**config.mk**
```make
export PLATFORM = sky130hd
export DESIGN_NAME = ram_burst_ctrl
export DESIGN_NICKNAME = d
export VERILOG_FILES = /design/src/rtl/ram_burst_pkg.sv /design/src/rtl/ram_burst_ctrl.sv
export SDC_FILE = /design/constraint.sdc
export NUM_CORES = 1
export LEC_CHECK = 0
export ABC_AREA = 1
export BUFFER_PORTS_ARGS = -buffer_cell sky130_fd_sc_hd__buf_4
export CAP_MARGIN = 30
export CORE_MARGIN = 3
export CORE_UTILIZATION = 45
export DETAILED_ROUTE_END_ITERATION = 7
export PLACE_DENSITY = 0.78
export SYNTH_ARGS = -nofsm -noshare
export SYNTH_HDL_FRONTEND = slang
export SYNTH_SLANG_ARGS = --single-unit
```
**constraint.sdc**
```tcl
create_clock -name clk -period 1.7 [get_ports clk]
set_input_delay 0.17 -clock clk [delete_from_list [all_inputs] [get_ports clk]]
set_output_delay 0.17 -clock clk [all_outputs]
set_load 0.01 [all_outputs]
```
**src/rtl/ram_burst_pkg.sv**
```systemverilog
// Shared types and default sizes for the RAM burst controller.
// Optional feature macro used by ram_burst_ctrl: BOUNDS_CHECK_EN.
package ram_burst_pkg;

    localparam int DEF_N = 4;
    localparam int DEF_W = 8;

    // Command field widths at the default geometry.
    localparam int CMD_DIR_W  = 1;
    localparam int CMD_ADDR_W = DEF_N;
    localparam int CMD_LEN_W  = DEF_N;

    typedef enum logic [2:0] {
        IDLE     = 3'd0,
        WRITE    = 3'd1,
        RD_ISSUE = 3'd2,
        RD_CAPT  = 3'd3,
        RD_OUT   = 3'd4
    } state_t;

endpackage

```
**src/rtl/ram_burst_ctrl.sv**
```systemverilog
// Burst controller and sole master of a single-port RAM with a one-cycle registered read.
// Define BOUNDS_CHECK_EN to reject bursts that would run past the top address (err pulse).
module ram_burst_ctrl
    import ram_burst_pkg::*;
#(
    parameter int N = DEF_N,
    parameter int W = DEF_W
) (
    input  logic         clk,
    input  logic         rst,
    input  logic         req_valid,
    output logic         req_ready,
    input  logic         req_wr,
    input  logic [N-1:0] req_addr,
    input  logic [N-1:0] req_len,
    input  logic         wd_valid,
    output logic         wd_ready,
    input  logic [W-1:0] wd_data,
    output logic         rd_valid,
    input  logic         rd_ready,
    output logic [W-1:0] rd_data,
    output logic         done,
    output logic         busy,
    output logic         err,
    output logic         ram_wr_rd,
    output logic         ram_valid,
    output logic [N-1:0] ram_addr,
    output logic [W-1:0] ram_wdata,
    input  logic [W-1:0] ram_rdata,
    input  logic         ram_ready
);

    // All streams use valid/ready: a beat transfers on a rising edge where both are high;
    // ready is driven from state only, never from the matching valid.

    localparam logic [N-1:0] ONE = N'(1);

    state_t       state_q, state_d;
    logic [N-1:0] cur_addr_q, cur_addr_d;
    logic [N-1:0] beats_left_q, beats_left_d;
    logic [W-1:0] rd_data_q, rd_data_d;
    logic         done_q, done_d;
    logic         err_q, err_d;
    logic         last_beat;
    logic         cmd_bad;

    assign last_beat = (beats_left_q == '0);

`ifdef BOUNDS_CHECK_EN
    logic [N:0] end_addr;
    assign end_addr = {1'b0, req_addr} + {1'b0, req_len};
    assign cmd_bad  = end_addr[N];
`else
    assign cmd_bad  = 1'b0;
`endif

    always_ff @(posedge clk or negedge rst) begin
        if (!rst) begin
            state_q      <= IDLE;
            cur_addr_q   <= '0;
            beats_left_q <= '0;
            rd_data_q    <= '0;
            done_q       <= 1'b0;
            err_q        <= 1'b0;
        end else begin
            state_q      <= state_d;
            cur_addr_q   <= cur_addr_d;
            beats_left_q <= beats_left_d;
            rd_data_q    <= rd_data_d;
            done_q       <= done_d;
            err_q        <= err_d;
        end
    end

    always_comb begin
        state_d      = state_q;
        cur_addr_d   = cur_addr_q;
        beats_left_d = beats_left_q;
        rd_data_d    = rd_data_q;
        done_d       = 1'b0;
        err_d        = 1'b0;
        case (state_q)
            IDLE: begin
                if (req_valid) begin
                    // A rejected command is still consumed so the requester never stalls on it.
                    if (cmd_bad) begin
                        err_d = 1'b1;
                    end else begin
                        cur_addr_d   = req_addr;
                        beats_left_d = req_len;
                        state_d      = req_wr ? WRITE : RD_ISSUE;
                    end
                end
            end
            WRITE: begin
                if (wd_valid) begin
                    cur_addr_d   = cur_addr_q + ONE;
                    beats_left_d = beats_left_q - ONE;
                    if (last_beat) begin
                        state_d = IDLE;
                        done_d  = 1'b1;
                    end
                end
            end
            RD_ISSUE: state_d = RD_CAPT;
            RD_CAPT: begin
                // The read stays on the RAM port until the registered data is flagged ready.
                if (ram_ready) begin
                    rd_data_d = ram_rdata;
                    state_d   = RD_OUT;
                end
            end
            RD_OUT: begin
                if (rd_ready) begin
                    cur_addr_d   = cur_addr_q + ONE;
                    beats_left_d = beats_left_q - ONE;
                    if (last_beat) begin
                        state_d = IDLE;
                        done_d  = 1'b1;
                    end else begin
                        state_d = RD_ISSUE;
                    end
                end
            end
            default: state_d = IDLE;
        endcase
    end

    always_comb begin
        req_ready = 1'b0;
        wd_ready  = 1'b0;
        ram_valid = 1'b0;
        ram_wr_rd = 1'b0;
        ram_addr  = '0;
        ram_wdata = '0;
        case (state_q)
            IDLE: req_ready = rst;
            WRITE: begin
                wd_ready  = 1'b1;
                ram_valid = wd_valid;
                ram_wr_rd = 1'b1;
                ram_addr  = cur_addr_q;
                ram_wdata = wd_data;
            end
            RD_ISSUE, RD_CAPT: begin
                ram_valid = 1'b1;
                ram_addr  = cur_addr_q;
            end
            default: ;
        endcase
    end

    assign rd_valid = (state_q == RD_OUT);
    assign rd_data  = rd_data_q;
    assign done     = done_q;
    assign err      = err_q;
    assign busy     = (state_q != IDLE);

endmodule
```
==> results of run 1 <==
==> layout make-up <==
type | instances | area share
multi-input cells | 113 | 0.3568
flip-flops and latches | 20 | 0.2872
repair buffers | 59 | 0.2556
inverters | 30 | 0.06604
well taps | 30 | 0.02154
clock buffers | 3 | 0.01292
==> power by group <==
group	switching, µW	total (µW)	internal [µW]
combinational	1040	1860	822
sequential	168	864	696
clock	131	213	82.5
total	1340	2940	1600
==> cells in the final DEF (no fill, tap or decap), types with 2 or more instances in the layout <==
cell type / Yosys / final
buf_4: 2 / 58
clkbuf_4: 0 / 3
dfrtp_1: 20 / 20
ha_1: 2 / 2
inv_1: 27 / 27
inv_2: 2 / 2
mux2_2: 6 / 6
mux2_4: 2 / 2
nand2_1: 54 / 54
nand2_2: 2 / 2
nand2_4: 2 / 2
nand3_1: 7 / 7
nand3_2: 2 / 2
nand4_1: 2 / 2
nor2_1: 17 / 17
nor2_2: 2 / 2
o21ai_0: 2 / 2
o21ai_2: 5 / 5
==> worst reg2reg max path, cell delays in order (launching register included) <==
cell	delay (ns)
dfrtp_1	0.44
inv_1	0.16
nand2_1	0.10
nand2_1	0.07
nand2_1	0.07
nor2_4	0.33
inv_1	0.13
nand2_1	0.08
nand2_1	0.05
==> what timing repair did <==
item / in CTS / in global routing
hold buffers: 1 / 0
resized for setup: 0 / 1
endpoints found under the setup margin: 0 / 1
endpoints found under the hold margin: 20 / 0
==> stage by stage <==
stage            util  setup WS, ns  instances
2_1_floorplan       -        0.4484        167
3_5_place_dp   0.6589        0.1912        251
4_1_cts        0.6715       0.07639        255
6_report       0.6729        0.1092        255
3_3_place_gp   0.6589        0.2798        251
5_1_grt        0.6729     0.0007787        255
==> path summary, 6_finish.rpt <==
path                                               endpoint  slack, ns  depth (start not counted)
worst max register to register  beats_left_q[2]$_DFFE_PN0P_       0.18                          8
worst min-delay path                 rd_data[6]$_DFFE_PN0P_       0.10                          2
max in group asynchronous            rd_data[2]$_DFFE_PN0P_       1.21                          2
worst max-delay path                           ram_wdata[7]       0.11                          5
min in group asynchronous       beats_left_q[0]$_DFFE_PN0P_       0.28                          2
worst min register to register       rd_data[5]$_DFFE_PN0P_       0.51                          1
==> sequential cells by signal (all words and copies together), names as in the netlist <==
| register | cells |
|---|---|
| cur_addr_q | 4 |
| done | 1 |
| rd_data | 8 |
| beats_left_q | 4 |
| state_q | 3 |
==> cell families (layout without fill, tap and decap cells) <==
kind of cell | after synthesis | in the layout | synth area share
buf+inv | 34 | 92 | 0.1201
mux | 8 | 8 | 0.07677
other cells | 1 | 1 | 0.002950
compound gates | 10 | 10 | 0.05807
flops | 20 | 20 | 0.3937
simple gates | 91 | 91 | 0.3218
fa+ha+maj | 2 | 2 | 0.01968
xor+xnor | 1 | 1 | 0.006891
==> metal layers <==
metal  routed length (µm)  global-route usage  up-vias
met1                 1185              0.2227      538
met4                   33             0.04854        0
met2                 1563              0.3328       47
met5                    0                   0        -
met3                  183             0.02832        4
li1                     -                   -      625
==> impl_metrics.csv, run 1 <==
group,metric,value,unit
run_status,outcome,"finished clean",
sta,setup_violations,0,
worst_setup_path,path_cells,"inv_1 > nand3_2 > buf_4 > nor2_1 > buf_4",
pwr,p_leak,0.001048,µW
clock_tree,clk_latency,0.29,ns
worst_setup_path,crit_path_max_fanout,10,
yosys,synth_seq_area_share,0.3937,
yosys,yosysTopAreaCellShare,0.3937,
yosys,syn_area,0.001271,mm²
sta,fmax,628.6,MHz
worst_setup_path,slowest_stage,"dfrtp_1",
global_route,grt_use_total,0.1828,
routing,wire_per_inst,11.63,µm
worst_setup_path,crit_type,"reg2out",
worst_setup_path,end_kind,"primary output",
floorplan,fp.dieArea,0.003499,mm²
min_path,hp-start,"ram_rdata[6]",
global_route,grt_overflow,0,
final_layout,drive_above_1_share,0.3911,
place,port_buffers,57,
final_layout,area_delta_synth_final,37.11,%
global_route,antenna_found_initial,0,
yosys,ys_types,27,
yosys,yosys-top-cells-count,"54 x nand2_1, 27 x inv_1, 20 x dfrtp_1",
yosys,synth-main-ff-cell,"dfrtp_1",
floorplan,die_h,59.15,µm
sta,setup_tns,0,ns
global_route,grt_pass1_wl,4864,µm
yosys,synth_seq_cells,20,
worst_setup_path,startpoint_type,"register",
floorplan,chipWidth,59.15,µm
routing,vias_per_cell,4.761,
routing,num_vias,1214,
min_path,hp-class,"in2reg",
sta,final-max-slew-violation-count,0,
sta,finalCritPeriodShare,0.9358,
place,place_hpwl,2482,µm
routing,dr.pass1.iters,4,
sta,whs,0.1047,ns
place,placedInstanceArea,0.001707,mm²
global_route,grt_max_degree,22,
routing,ant_nets,0,
sta,rsz0062_at_grt,"false",
floorplan,start_util,0.4908,
final_layout,nFillCells,220,
final_layout,fin_area,0.001743,mm²
flow_run,maxCapViolations,0,
sta,finalHoldViolCount,0,
routing,post-route-drc-count,0,
yosys,async_flop_share,1.000,
final_layout,diodes,0,
clock_tree,numCtsBuffers,3,
worst_setup_path,r2r-start,"state_q[1]$_DFFE_PN0P_",
clock_tree,clk_path_buf_depth,2,
worst_setup_path,cp.arrival,1.42,ns
yosys,synth_warnings,0,
floorplan,rows,18,
clock_tree,clkTransAtPathRegs,0.10,ns
worst_setup_path,cp_common_cell,"buf_4",
yosys,synthCells,167,
final_layout,nets,260,
clock_tree,ctsHtreeMaxLevel,1,
routing,routed_wl,2966,µm
worst_setup_path,crit_required,1.53,ns
routing,drt_iter0_markers,38,
final_layout,multi_input_area,621.8,µm²
yosys,yosysTopAreaCell,"dfrtp_1",
floorplan,ios,59,
clock_tree,clock_sinks,20,
pwr,power_density,1686,mW/mm²
pwr,total_power,2939,µW
floorplan,core,0.002590,mm²
global_route,grt_pass1_vias,1168,
yosys,syn-num-nets,200,
sta,finalCriticalPeriod,1.591,ns
yosys,synthTopCellsByArea,"dfrtp_1 39%, nand2_1 16%, inv_1 8.0%, mux2_2 5.3%, nor2_1 5.0%",
worst_setup_path,slowest_delay,0.44,ns
worst_setup_path,crit_family,"buffers and inverters",
yosys,synth_edf_count,0,
worst_setup_path,worst-path-buf-inv,3,
worst_setup_path,startpoint,"state_q[1]$_DFFE_PN0P_",
yosys,syn_avg_cell_area,7.612,µm²
clock_tree,cts_setup_buffers,0,
final_layout,seqCellArea,500.5,µm²
clock_tree,cts_tree,"done",
sta,finalClockSkew,0.002913,ns
place,place.gp.congestion,0.8484,
pwr,ir_worst_vdd,1.076,mV
yosys,post-synth-top-count-cell,"nand2_1",
clock_tree,cts.root.buffer_cell,"clkbuf_4",
Power figures use the tool's default switching activity.
==> run 2, diff against run 1 <==
--- a/config.mk
+++ b/config.mk
@@ -9,9 +9,9 @@
 export BUFFER_PORTS_ARGS = -buffer_cell sky130_fd_sc_hd__buf_4
 export CAP_MARGIN = 30
 export CORE_MARGIN = 3
-export CORE_UTILIZATION = 45
+export CORE_UTILIZATION = 39
 export DETAILED_ROUTE_END_ITERATION = 7
-export PLACE_DENSITY = 0.78
+export PLACE_DENSITY = 0.69
 export SYNTH_ARGS = -nofsm -noshare
 export SYNTH_HDL_FRONTEND = slang
 export SYNTH_SLANG_ARGS = --single-unit
==> run 2 against run 1 <==
  * Clock-buffer cell count is the same
  * Worst hold slack worse by 0.0082 ns
  * Critical path depth unchanged
  * Register-to-register slack better by 0.09 ns
  * First-iteration DRC count fell by 53%
  * Clock power rose by 2%
  * Sequential share of layout area decreased by 0.30 points
  * Sequential cell count unchanged
  * Critical endpoint is now ram_wr_rd
  * Largest power group unchanged
  * Highest routed layer unchanged
==> impl_metrics.csv, run 2 (synthesis results as in run 1) <==
group,metric,value,unit
floorplan,fp.dieArea,0.003980,mm²
run_status,outcome,"finished clean",
global_route,grt_overflow,0,
final_layout,diodes,0,
global_route,grt_pass1_vias,1141,
routing,routed_wl,2807,µm
place,port_buffers,57,
routing,wl_met2,1255,µm
pwr,p_seq_frac,0.291,
routing,post-route-drc-count,0,
min_path,hp-class,"in2reg",
clock_tree,clk_path_buf_depth,2,
worst_setup_path,end_kind,"primary output",
sta,finalClockSkew,0.0008702,ns
floorplan,core,0.003078,mm²
routing,dr.pass1.iters,4,
worst_setup_path,cp.arrival,1.44,ns
worst_setup_path,crit_required,1.53,ns
pwr,combPwrFrac,0.634,
global_route,grt_max_degree,22,
routing,wl_met1,1251,µm
sta,fmax,622.5,MHz
global_route,grt_use_total,0.1497,
final_layout,drive_above_1_share,0.3938,
place,place_hpwl,2233,µm
clock_tree,cts_tree,"done",
global_route,antenna_found_initial,0,
routing,vias_per_cell,4.478,
sta,setup_tns,0,ns
pwr,swShare,0.4481,
final_layout,area_delta_synth_final,38.88,%
routing,num_vias,1209,
worst_setup_path,r2r-start,"state_q[0]$_DFFE_PN0P_",
sta,finalCriticalPeriod,1.606,ns
clock_tree,clkTransAtPathRegs,0.10,ns
floorplan,rows,20,
clock_tree,clk_latency,0.29,ns
worst_setup_path,startpoint,"state_q[2]$_DFFE_PN0P_",
sta,rsz0062_at_grt,"true",
clock_tree,numCtsBuffers,3,
final_layout,largest_reg_flops,8,
worst_setup_path,crit_type,"reg2out",
pwr,power_density,1662,mW/mm²
routing,wire_per_inst,10.40,µm
floorplan,start_util,0.4130,
sta,finalCritPeriodShare,0.9449,
floorplan,chipWidth,63.09,µm
routing,drt_iter0_markers,18,
worst_setup_path,startpoint_type,"register",
pwr,p_clk_frac,0.074,
floorplan,ios,59,
clock_tree,ctsHtreeMaxLevel,1,
sta,finalHoldViolCount,0,
clock_tree,cts_setup_buffers,0,
sta,final-max-slew-violation-count,0,
pwr,p_switching,1315,µW
flow_run,maxCapViolations,0,
sta,whs,0.09649,ns
pwr,ir_worst_vdd,0.8930,mV
pwr,p_leak,0.001051,µW
pwr,p_int,1619,µW
final_layout,final_cell_mix,"59 x buf_4, 54 x nand2_1, 27 x inv_1",
routing,topRoutingLayerUsed,"met4",
global_route,grt_pass1_wl,4885,µm
floorplan,die_h,63.09,µm
final_layout,final_common_cell,"buf_4",
min_path,hp-start,"ram_rdata[6]",
clock_tree,cts.root.buffer_cell,"clkbuf_4",
sta,setup_violations,0,
place,place.gp.congestion,0.8700,
clock_tree,clock_sinks,20,
routing,ant_nets,0,
final_layout,nets,261,
worst_setup_path,crit_path_max_fanout,9,
routing,wl_met3,246,µm
run 2: worst paths after layout:
path,slack [ns],depth (start not counted),to
max reg2reg,0.27,8,cur_addr_q[2]$_DFFE_PN0P_
min reg2reg,0.51,2,beats_left_q[2]$_DFFE_PN0P_
max in group asynchronous,1.18,2,state_q[2]$_DFFE_PN0P_
max,0.09,5,ram_wr_rd
min,0.1,2,rd_data[6]$_DFFE_PN0P_
min in group asynchronous,0.28,2,rd_data[4]$_DFFE_PN0P_
run 2: area by class of cell:
| type | instances | area [µm²] |
|---|---|---|
| Tap cell | 44 | 55.05 |
| Multi-Input combinational cell | 113 | 618.1 |
| Fill cell | 309 | 1313 |
| Sequential cell | 20 | 501.7 |
| Timing Repair Buffer | 60 | 452.9 |
| Inverter | 30 | 115.1 |
| Clock buffer | 3 | 22.52 |
run 2: power groups by stage:
stage,Sequential (µW),Clock [µW],Combinational [µW]
finish,855,218,1860
global placement,857,0,1870
CTS,855,236,1890
global route,888,253,2100
floorplan,883,0,1230
detailed placement,866,0,1890
run 2: critical path, stage by stage (launching register included):
cell and delay, ns:
dfrtp_2 0.46, inv_2 0.13, nand3_2 0.12, buf_4 0.19, inv_1 0.11, buf_4 0.14
run 2: repair_timing:
item,CTS,global route
hold buffers,1,0
endpoints found under the hold margin,20,0
endpoints found under the setup margin,0,8
resized for setup,0,1
run 2: per-layer routing:
layer	vias up	global-route usage
met5	-	0
met4	0	0.05785
met3	9	0.04100
met2	46	0.2319
met1	527	0.1978
li1	627	-
run 2: stage by stage:
step | utilization | setup slack, ns | cells | power [µW] | cell area, µm²
after floorplan | - | 0.4484 | 167 | 2117 | 1271
after global placement | 0.5626 | 0.2727 | 266 | 2731 | 1732
after detailed placement | 0.5626 | 0.2761 | 266 | 2752 | 1732
after CTS | 0.5732 | 0.04112 | 270 | 2985 | 1764
after global routing | 0.5736 | -0.03160 | 270 | 3245 | 1765
final | 0.5736 | 0.09370 | 270 | 2934 | 1765
